`config.mk`:
```
export PLATFORM = sky130hd
export DESIGN_NAME = fifo_cmd_receiver
export DESIGN_NICKNAME = d
export VERILOG_FILES = /design/src/rtl/fifo_cmd_pkg.sv /design/src/rtl/fifo_cmd_receiver_reg_bank.sv /design/src/rtl/fifo_cmd_receiver.sv
export SDC_FILE = /design/constraint.sdc
export NUM_CORES = 1
export LEC_CHECK = 0
export ABC_CLOCK_PERIOD_IN_PS = 5200
export CAP_MARGIN = 10
export CORE_UTILIZATION = 54
export DETAILED_ROUTE_END_ITERATION = 8
export PLACE_DENSITY = 0.86
export SYNTH_ARGS = -nofsm -noshare
export SYNTH_HDL_FRONTEND = slang
export SYNTH_SLANG_ARGS = --single-unit
```
`constraint.sdc`:
```
create_clock -name clk -period 5.2 [get_ports clk]
set_clock_uncertainty 0.2 [all_clocks]
set_input_delay 1.3 -clock clk [delete_from_list [all_inputs] [get_ports clk]]
set_output_delay 1.3 -clock clk [all_outputs]
set_load 0.005 [all_outputs]
```
`src/rtl/fifo_cmd_pkg.sv`:
```
// Shared definitions for the host-to-core command receiver: opcodes,
// header field positions, FSM state encoding and a saturating counter helper.
package fifo_cmd_pkg;

  // Header opcodes (header bits [31:28])
  localparam logic [3:0] OP_WRITE       = 4'd1;
  localparam logic [3:0] OP_WRITE_START = 4'd2;
  localparam logic [3:0] OP_START       = 4'd3;

  // Header field bit positions
  localparam int HDR_OP_MSB   = 31;
  localparam int HDR_OP_LSB   = 28;
  localparam int HDR_CNT_MSB  = 15;
  localparam int HDR_CNT_LSB  = 8;
  localparam int HDR_ADDR_MSB = 7;
  localparam int HDR_ADDR_LSB = 0;

  // FSM state encoding
  localparam int STATE_W = 4;
  localparam logic [STATE_W-1:0] S_IDLE         = 4'd0;
  localparam logic [STATE_W-1:0] S_HDR_WAIT     = 4'd1;
  localparam logic [STATE_W-1:0] S_DECODE       = 4'd2;
  localparam logic [STATE_W-1:0] S_DATA_REQ     = 4'd3;
  localparam logic [STATE_W-1:0] S_DATA_WAIT    = 4'd4;
  localparam logic [STATE_W-1:0] S_FINISH       = 4'd5;
  localparam logic [STATE_W-1:0] S_START        = 4'd6;
  localparam logic [STATE_W-1:0] S_WAIT_BUSY_HI = 4'd7;
  localparam logic [STATE_W-1:0] S_WAIT_BUSY_LO = 4'd8;

  typedef enum logic [STATE_W-1:0] {
    ST_IDLE         = S_IDLE,
    ST_HDR_WAIT     = S_HDR_WAIT,
    ST_DECODE       = S_DECODE,
    ST_DATA_REQ     = S_DATA_REQ,
    ST_DATA_WAIT    = S_DATA_WAIT,
    ST_FINISH       = S_FINISH,
    ST_START        = S_START,
    ST_WAIT_BUSY_HI = S_WAIT_BUSY_HI,
    ST_WAIT_BUSY_LO = S_WAIT_BUSY_LO
  } state_t;

  // Increment that sticks at 255 instead of wrapping
  function automatic logic [7:0] sat_inc8(input logic [7:0] v);
    return (v == 8'hFF) ? v : v + 8'd1;
  endfunction

endpackage

```
`src/rtl/fifo_cmd_receiver_reg_bank.sv`:
```
// Bank of NUM_REGS 32-bit user registers with one synchronous write port
// and a synchronous clear. Register i is exposed at regs[32*i +: 32].
module cmd_reg_bank
  import fifo_cmd_pkg::*;
#(
  parameter int NUM_REGS = 4,
  parameter int AW       = 2
) (
  input  logic                    clk,
  input  logic                    rst,
  input  logic                    we,
  input  logic [AW-1:0]           addr,
  input  logic [31:0]             wdata,
  output logic [32*NUM_REGS-1:0]  regs
);

  // Clear on reset, otherwise write the addressed register when enabled
  always_ff @(posedge clk) begin
    if (rst) begin
      regs <= '0;
    end else if (we) begin
      for (int i = 0; i < NUM_REGS; i++) begin
        if (addr == AW'(i)) regs[32*i +: 32] <= wdata;
      end
    end
  end

endmodule

```
`src/rtl/fifo_cmd_receiver.sv`:
```
// Host-to-core command receiver. Pops header-framed register-write packets
// from a standard-read-mode FIFO, writes them into the user register bank,
// and optionally runs a req/busy start handshake with the user core.
//
// FIFO handshake: rcv_en_32 is the FIFO rd_en. It is only raised while the
// FIFO reports non-empty, and the popped word is presented on rcv_data_32 in
// the following cycle, where the FSM (HDR_WAIT / DATA_WAIT) captures it.
// rcv_en_32 is decoded from the current state so the pop decision sees the
// live empty flag; the states that raise it always leave on the same edge,
// so it can never be high two cycles in a row.
module fifo_cmd_receiver
  import fifo_cmd_pkg::*;
#(
  parameter int NUM_REGS     = 4,
  parameter int BUSY_TIMEOUT = 1000000
) (
  input  logic                    clk,
  input  logic                    rst_32,
  input  logic [31:0]             rcv_data_32,
  input  logic                    data_empty_32,
  output logic                    rcv_en_32,
  output logic [32*NUM_REGS-1:0]  user_regs,
  output logic                    req_out,
  input  logic                    busy_in,
  output logic                    cmd_done,
  output logic [7:0]              err_count,
  output logic [STATE_W-1:0]      state_dbg
);

  localparam int AW = (NUM_REGS > 1) ? $clog2(NUM_REGS) : 1;
  localparam int TW = $clog2(BUSY_TIMEOUT + 1);
  localparam logic [TW-1:0] TMO_LAST = TW'(BUSY_TIMEOUT - 1);
  localparam logic [8:0]    NREGS9   = 9'(NUM_REGS);

  state_t        state;
  logic [3:0]    op_q;
  logic [7:0]    cnt_q;
  logic [7:0]    base_q;
  logic [7:0]    k_q;
  logic [TW-1:0] tmo_q;
  logic [8:0]    addr9;
  logic          bank_we;

  // Target address is formed in 9 bits so A+k past 255 never aliases low regs
  assign addr9     = {1'b0, base_q} + {1'b0, k_q};
  assign bank_we   = (state == ST_DATA_WAIT) && (addr9 < NREGS9);
  assign rcv_en_32 = ((state == ST_IDLE) || (state == ST_DATA_REQ)) && !data_empty_32;
  assign state_dbg = state;

  cmd_reg_bank #(
    .NUM_REGS (NUM_REGS),
    .AW       (AW)
  ) u_bank (
    .clk   (clk),
    .rst   (rst_32),
    .we    (bank_we),
    .addr  (addr9[AW-1:0]),
    .wdata (rcv_data_32),
    .regs  (user_regs)
  );

  // Packet decode / handshake FSM with registered pulse and error outputs
  always_ff @(posedge clk) begin
    if (rst_32) begin
      state     <= ST_IDLE;
      op_q      <= '0;
      cnt_q     <= '0;
      base_q    <= '0;
      k_q       <= '0;
      tmo_q     <= '0;
      req_out   <= 1'b0;
      cmd_done  <= 1'b0;
      err_count <= '0;
    end else begin
      req_out  <= 1'b0;
      cmd_done <= 1'b0;
      case (state)
        ST_IDLE: begin
          if (!data_empty_32) state <= ST_HDR_WAIT;
        end
        ST_HDR_WAIT: begin
          op_q   <= rcv_data_32[HDR_OP_MSB:HDR_OP_LSB];
          cnt_q  <= rcv_data_32[HDR_CNT_MSB:HDR_CNT_LSB];
          base_q <= rcv_data_32[HDR_ADDR_MSB:HDR_ADDR_LSB];
          k_q    <= '0;
          state  <= ST_DECODE;
        end
        ST_DECODE: begin
          if (op_q == OP_START) begin
            state <= ST_START;
          end else if ((op_q == OP_WRITE || op_q == OP_WRITE_START) && cnt_q != 8'd0) begin
            state <= ST_DATA_REQ;
          end else begin
            err_count <= sat_inc8(err_count);
            state     <= ST_IDLE;
          end
        end
        ST_DATA_REQ: begin
          // Starvation just stalls here; the host may be slow
          if (!data_empty_32) state <= ST_DATA_WAIT;
        end
        ST_DATA_WAIT: begin
          k_q <= k_q + 8'd1;
          if (k_q + 8'd1 == cnt_q) state <= ST_FINISH;
          else                     state <= ST_DATA_REQ;
        end
        ST_FINISH: begin
          cmd_done <= 1'b1;
          state    <= (op_q == OP_WRITE_START) ? ST_START : ST_IDLE;
        end
        ST_START: begin
          req_out <= 1'b1;
          tmo_q   <= '0;
          state   <= ST_WAIT_BUSY_HI;
        end
        ST_WAIT_BUSY_HI: begin
          if (busy_in) begin
            tmo_q <= '0;
            state <= ST_WAIT_BUSY_LO;
          end else if (tmo_q == TMO_LAST) begin
            err_count <= sat_inc8(err_count);
            state     <= ST_IDLE;
          end else begin
            tmo_q <= tmo_q + 1'b1;
          end
        end
        ST_WAIT_BUSY_LO: begin
          if (!busy_in) begin
            state <= ST_IDLE;
          end else if (tmo_q == TMO_LAST) begin
            err_count <= sat_inc8(err_count);
            state     <= ST_IDLE;
          end else begin
            tmo_q <= tmo_q + 1'b1;
          end
        end
        default: state <= ST_IDLE;
      endcase
    end
  end

endmodule

```
==> results of run 1 <==
[worst min-delay path, cell delays in order (launching register included)]
cell     delay [ns]
dfxtp_1        0.31
nand2_1        0.05
a21oi_1        0.05
[cells in the final DEF, fill, tap and decap left out, types with 4 or more instances in the layout]
cell type,n
nand2_1,328
dfxtp_1,190
clkdlybuf4s50_1,177
a21oi_1,174
nor2_1,39
o21ai_0,19
clkbuf_16,17
xor2_1,16
nand3_1,14
nor2b_1,12
inv_1,11
ha_1,11
buf_4,11
nor4_1,10
or3_1,10
and3_1,9
xnor2_1,9
nand4_1,9
nor3_1,6
mux2i_1,5
and2_1,4
o31ai_1,4
[final timing paths]
check | start | to | slack, ns | cells after the start
setup / recovery | data_empty_32 | rcv_en_32 | 1.18 | 3
hold reg to reg | u_bank.regs[114] | u_bank.regs[114] | 0.25 | 2
setup reg to reg | k_q[0] | u_bank.regs[84] | 1.53 | 10
hold / removal | u_bank.regs[114] | u_bank.regs[114] | 0.25 | 2
[power by group]
part	switching, mW	internal, mW	total, mW
Clock	0.579	0.658	1.24
Sequential	0.0278	1.47	1.50
Combinational	0.123	0.0787	0.201
[layer usage]
layer,track usage,share of wire,vias up
met5,0,0,-
met4,0.128,0.028,0
met3,0.108,0.093,48
met2,0.495,0.47,285
met1,0.379,0.41,3597
li1,-,-,3687
[kinds of logic after synthesis]
kind of cell             after synthesis
AND/OR/NAND/NOR                      463
AO/OA/AOI/OAI                        235
flip-flops                           190
buffers and inverters                 69
XOR/XNOR                              25
adder cells (fa/ha/maj)               12
multiplexers                           7
[state kept, by name (all words and copies together), names as in the netlist]
name         cells
k_q              8
op_q             4
base_q           8
tmo_q           20
err_count        8
req_out          1
state_dbg        4
cnt_q            8
u_bank.regs    128
cmd_done         1
[area by class of cell]
cell class              instances  area (sq um)
multi-input cells             742          3820
flip-flops and latches        190          3800
fillers                      1037          3710
repair buffers                189          1880
clock buffers                  22           474
well taps                     180           225
clock inverters                10          78.8
inverters                      11          41.3
diodes                          1          2.50
==> flow_results.org, run 1 <==
** Outcome
- Status :: completed

** Clock tree
- H-tree levels :: 4
- Clock tree synthesis inserted a total of 17 buffers.
- Hold-fix buffers, CTS :: 0
- CTS sink cnt :: 190
- CTS tree :: done
- Gates resized during post-CTS repair numbered 0.
- Clock Latency Late Sink :: 0.44 ns
- Count of buffers added by post-CTS timing repair for setup :: 0
- Counting along the longest clock path gives a buffer depth of 2.
- CTS root buffer :: clkbuf_16
- Clock-pin slew on the worst setup and hold paths :: 0.07 ns

** Worst setup path
- The setup path with the least slack is of type primary input to output port.
- On the worst path, the slowest cell contributes a delay of 0.54 ns.
- Count of buffering cells on the critical path with inverters included :: 2
- The kind of cell with the highest combined delay along the critical path is buffers and inverters.
- STA puts the critical path data required time at 3.70 ns.
- STA classifies the critical path endpoint as an output port.
- The signal on the critical path passes through clkdlybuf4s50_1 > nor4_1 > clkdlybuf4s50_1.
- Arrival time worst endpoint :: 2.52 ns
- Largest fanout on the critical path :: 4
- Kind of start point of the critical path :: primary input
- Slowest CP cell :: clkdlybuf4s50_1
- Cell seen most often among critical-path stages :: clkdlybuf4s50_1

** Timing
- Setup violations remaining at the end of the flow were counted as 0.
- At the pin with the least slew margin, the transition time is 0.730 ns.
- The worst pin sits at a relative slew slack of 0.512.
- Setup TNS after final layout :: 0 ns
- Post-route worst hold slack :: 0.250 ns
- F_max :: 249 MHz
- For the finished layout, the period the worst path requires is 4.02 ns.
- Once routing completed, OpenROAD measured the worst setup slack at approximately 1.2 ns.
- Final hold violation count :: 0
- In the finished design, the share of the clock period the worst path needs comes to 0.772.
- Unrepaired setup endpoints after global routing :: no
- The max-slew violation count came to 0.

** Detailed routing
- Routed via count :: 7617
- For this run, design rule violations remaining after detail routing come to 0.
- Total routed wirelength :: approximately 23000 um
- DRT antenna net count :: 0
- Using the TritonRoute via totals, the vias-per-cell ratio works out to 5.66.
- Wire per inst :: 16.8 um
- The first detailed-routing pass took 5 iterations.
- Number of violations reported at the end of detailed-routing iteration 0 :: 716

** Floorplan
- Starting Density :: 0.560
- Chip width :: 123 um
- Die Footprint :: approximately 0.015 sq mm
- For this design the top-level I/O count stands at 179.
- Row Count :: 43
- The core region is 0.0140 sq mm.
- Die Y-Extent :: 123 um

** Synth
- Portion of netlist area occupied by mux cells :: 0.00923
- The largest total area in the synthesized netlist belongs to dfxtp_1.
- Synthesis inferred 190 register bits.
- In the post-synthesis netlist, the cell with the most instances is nand2_1.
- Dominant combinational cell family by area after synthesis :: simple AND/OR/NAND/NOR gates
- The cell count after synthesis came out at ~1000.
- Leading register cell type out of synthesis :: dfxtp_1
- The mapped netlist covers roughly 0.0079 sq mm.
- The Yosys step of the flow raised 0 warnings.
- Synth Area in Compound Gates :: 0.168
- Post-Synthesis Net Count :: about 1000
- Average footprint of a synthesized cell :: just under 8 sq um
- Number of flops mapped to enable cells by yosys :: 0
- Of the total synthesized cell area, the portion taken by AND, OR, NAND and NOR gates is 0.256.
- Synth Area in Adders :: 0.0200
- Most frequent cells after synthesis :: nand2_1, dfxtp_1, a21oi_1
- Counting distinct cell types in the post-synthesis netlist gives a little under 60.
- Ranked by total cell area, the synthesized netlist is headed by dfxtp_1, nand2_1, a21oi_1, clkbuf_1, nor2_1.
- Of the synthesized area, sequential elements account for 0.484.
- Share of synthesized flip-flops with an asynchronous set or reset :: 0
- Xor and xnor fraction of the mapped netlist area :: 0.0278
- The share of synthesized area in the top cell type comes to 0.484.

** Job
- Number of maximum-capacitance violations :: 0

** Layout
- Net count, final :: 1199
- Number of standard cells in the final layout excluding fillers :: 1345
- Measured on the finished design, the core utilization comes to 0.736.
- Of the cells placed in the final design, the portion with a size suffix greater than 1 is 0.0490.
- Compared with the post-synthesis result, the final layout area differs by 31.3%.
- The finished cells cover roughly 0.010 sq mm.

** Power
- Power spread over the standard cell area amounts to 285 mW/mm^2.
- Total power of the final layout :: between 2 and 3 mW
- Leakage dissipation :: 3.49 nW
- Worst VDD drop :: 0.000279 V

** GRT
- The initial antenna violation count was 0.
- In the global route stage, overall resource usage came out at 0.310.
- Largest net degree at the start of global routing :: 70
- Global-route wire length before repair :: 35900 um
- Total global routing overflow :: 0
- Number of global-route vias before repair :: between 7000 and 8000

** Placement
- Worst slack at placement :: 1.16 ns
- After detailed placement, the design holds a cell count of 1311.
- Detailed-placement wirelength estimate :: approximately 15000 um
- Global placement routability congestion :: roughly 0.84
- Placement Cell Area :: slightly below 0.01 sq mm
- During placement, the flow inserted port buffers numbering 178.

** Hold path
- In this run the worst hold path is classified as flop to flop.
Note: power is estimated with default switching activity, not from simulation.
==> run 2, diff against run 1 <==
--- a/config.mk
+++ b/config.mk
@@ -5,11 +5,11 @@
 export SDC_FILE = /design/constraint.sdc
 export NUM_CORES = 1
 export LEC_CHECK = 0
-export ABC_CLOCK_PERIOD_IN_PS = 5200
+export ABC_CLOCK_PERIOD_IN_PS = 3400
 export CAP_MARGIN = 10
-export CORE_UTILIZATION = 54
+export CORE_UTILIZATION = 45
 export DETAILED_ROUTE_END_ITERATION = 8
-export PLACE_DENSITY = 0.86
+export PLACE_DENSITY = 0.77
 export SYNTH_ARGS = -nofsm -noshare
 export SYNTH_HDL_FRONTEND = slang
 export SYNTH_SLANG_ARGS = --single-unit
==> constraint.sdc (replaced) <==
create_clock -name clk -period 3.4 [get_ports clk]
set_clock_uncertainty 0.2 [all_clocks]
set_input_delay 0.85 -clock clk [delete_from_list [all_inputs] [get_ports clk]]
set_output_delay 0.85 -clock clk [all_outputs]
set_load 0.005 [all_outputs]
==> flow_results.org, run 2 (synthesis gave the netlist of run 1 again) <==
** Placement
- Port buffering added 178 buffers.
- Routability-driven placement finished with a final weighted congestion of 0.877.
- Before CTS, the worst setup slack after placement is 0.204 ns.
- After legalization and detailed placement, the total HPWL measured 15700 um.

** Worst setup path
- Reg-to-reg startpoint :: k_q[0]
- Along the worst path, the maximum fanout reaches 4.
- The most critical setup path has its startpoint at data_empty_32.
- Crit. End Element :: output port
- Path type of the worst setup path :: primary input to output port
- Data on the critical path arrives at its endpoint at between 2 and 2.5 ns.
- STA classifies the critical path startpoint as a primary input.
- Data on the critical path is required at its endpoint by 2.35 ns.

** Layout
- Layout cells sized above 1 :: 0.0611
- More flip-flops sit in one register than any other, and that register is u_bank.regs.
- The final layout contains 1213 nets.
- At the end of the flow the core is filled with cells to 0.625.
- The largest registers in the layout are u_bank.regs x128, tmo_q x20.
- Leaving out fill and tap cells, the most frequent cells in the layout are nand2_1, dfxtp_1, clkdlybuf4s50_1.
- Area Growth Syn to Fin :: 33.7%
- Total inserted antenna cells :: 0
- The library cell used most frequently in the layout, excluding fill and tap cells, is nand2_1.
- Flip-flop count of the largest register, all copies and words added :: 128

** Timing
- Of the available clock period, the critical path in the final layout requires 0.921.
- Setup violations remaining at the end of the flow were counted as 0.
- Slew at the pin closest to its max-slew limit :: 0.896 ns
- The final count of hold timing violations was 0.
- The max-slew violation count was 0.
- For this run, the top clock speed supported by timing is between 300 and 400 MHz.
- Across all setup checks in the final design, the least slack found is 0.269 ns.
- Max transition margin :: 0.403
- Setup repair after global routing left no endpoint under its margin.
- Setup TNS after final layout :: 0 ns
- Final critical path time including I/O delays and setup :: around 3.1 ns

** Clock tree
- The tree is rooted in a clkbuf_16.
- The longest clock path from root to sink contains 2 buffers.
- CTS sink cnt :: 190
- Clock-pin slew on the worst setup and hold paths :: 0.07 ns
- Clock Latency Late Sink :: 0.43 ns
- The number of clock buffers added by TritonCTS is 17.
- TritonCTS built the clock tree.
- Resized Gates After CTS :: 0
- For this design, the CTS-stage hold fixing added 0 buffers.
- Post-CTS timing repair inserted 0 buffers for setup.
- The clock tree synthesis step divided the H-tree into 4 levels.

** Floorplan
- In this run the vertical extent of the chip is 134 um.
- Chip width :: about 130 um
- IO Count :: 179
- The floorplan step defined a die boundary enclosing 0.0180 sq mm.
- In this run the standard cell core region covers ~0.017 sq mm.
- The floorplan has 47 rows.
- The initial utilization of the core area, before any placement, comes to 0.468.

** Detailed routing
- Total routed wirelength :: 22900 um
- Routed via count :: 7493
- In the routed layout, each cell is associated on average with a via count of 5.36.
- Dividing the detail-routed wire length by the instance count gives around 16 um.
- Number of violations reported at the end of detailed-routing iteration 0 :: 418
- DRC Markers :: 0
- Before antenna repair, the detailed router went through 5 iterations.
- Once detail routing completed, the nets flagged for antenna violations numbered 0.

** Job
- Across the run, the number of max-cap violations was 0.

** Outcome
- Status :: completed

** Power
- In this run the power density over the cells is 434 mW/mm^2.
- Leakage dissipation :: between 3 and 4 nW
- Worst VDD drop :: roughly 0.00037 V

** GRT
- Largest net degree at the start of global routing :: 85
- The via count of the first global-routing pass came to roughly 7000.
- Global-route wire length before repair :: roughly 37000 um
- Total GRT Usage :: 0.258
- Number of antenna violations at the first check in global routing :: 0
- After global routing the overflow that remains totals 0.

** Hold path
- Hold Path Class :: flop to flop
- Hold Path Origin :: u_bank.regs[73]
[run 2: changes by cell type in the layout (fill, tap and decap cells not counted), sizes merged]
cell,delta
clkinvlp,+4
diode,-1
clkinv,-1
inv,-1
bufinv,+1
clkbuf,-3
buf,+14
[run 2: cell type report]
type / count / area (sq um)
multi-input combinational: 742 / 3820
sequential: 190 / 3800
clock buffer: 19 / 443
inverter: 11 / 41.3
timing repair buffer: 203 / 1990
fill: 1476 / 6310
tap: 220 / 275
clock inverter: 13 / 136
[run 2: final timing paths]
kind | endpoint | slack (ns) | cells after the start
setup / recovery | rcv_en_32 | 0.27 | 3
hold / removal | u_bank.regs[73] | 0.25 | 2
setup reg to reg | u_bank.regs[44] | 0.43 | 10
hold reg to reg | u_bank.regs[73] | 0.25 | 2
[run 2: metrics by stage]
| stage | hold WS [ns] | cell area, sq um | instances | power (mW) |
|---|---|---|---|---|
| floorplan | 0.236 | 7860 | 1001 | 2.51 |
| global placement | 0.236 | 9930 | 1366 | 2.65 |
| detailed placement | 0.242 | 9930 | 1366 | 2.66 |
| CTS | 0.251 | 10500 | 1398 | 4.59 |
| global route | 0.265 | 10500 | 1398 | 4.72 |
| finish | 0.248 | 10500 | 1398 | 4.56 |
[run 2: metal layers]
metal,global-route usage,vias up,part of all wire
li1,-,3713,-
met1,0.327,3522,0.44
met2,0.421,216,0.47
met3,0.0703,42,0.066
met4,0.0943,0,0.026
met5,0,-,0
[run 2: where the power goes]
group | internal [mW] | leakage [nW] | switching [mW]
combinational | 0.128 | 1.75 | 0.199
clock | 1.05 | 0.271 | 0.900
sequential | 2.25 | 1.53 | 0.0347
total | 3.43 | 3.55 | 1.13
[run 2: worst max-delay path, stage by stage]
cell and delay (ns):
clkdlybuf4s50_1 0.46, nor4_1 0.24, clkdlybuf4s50_1 0.54
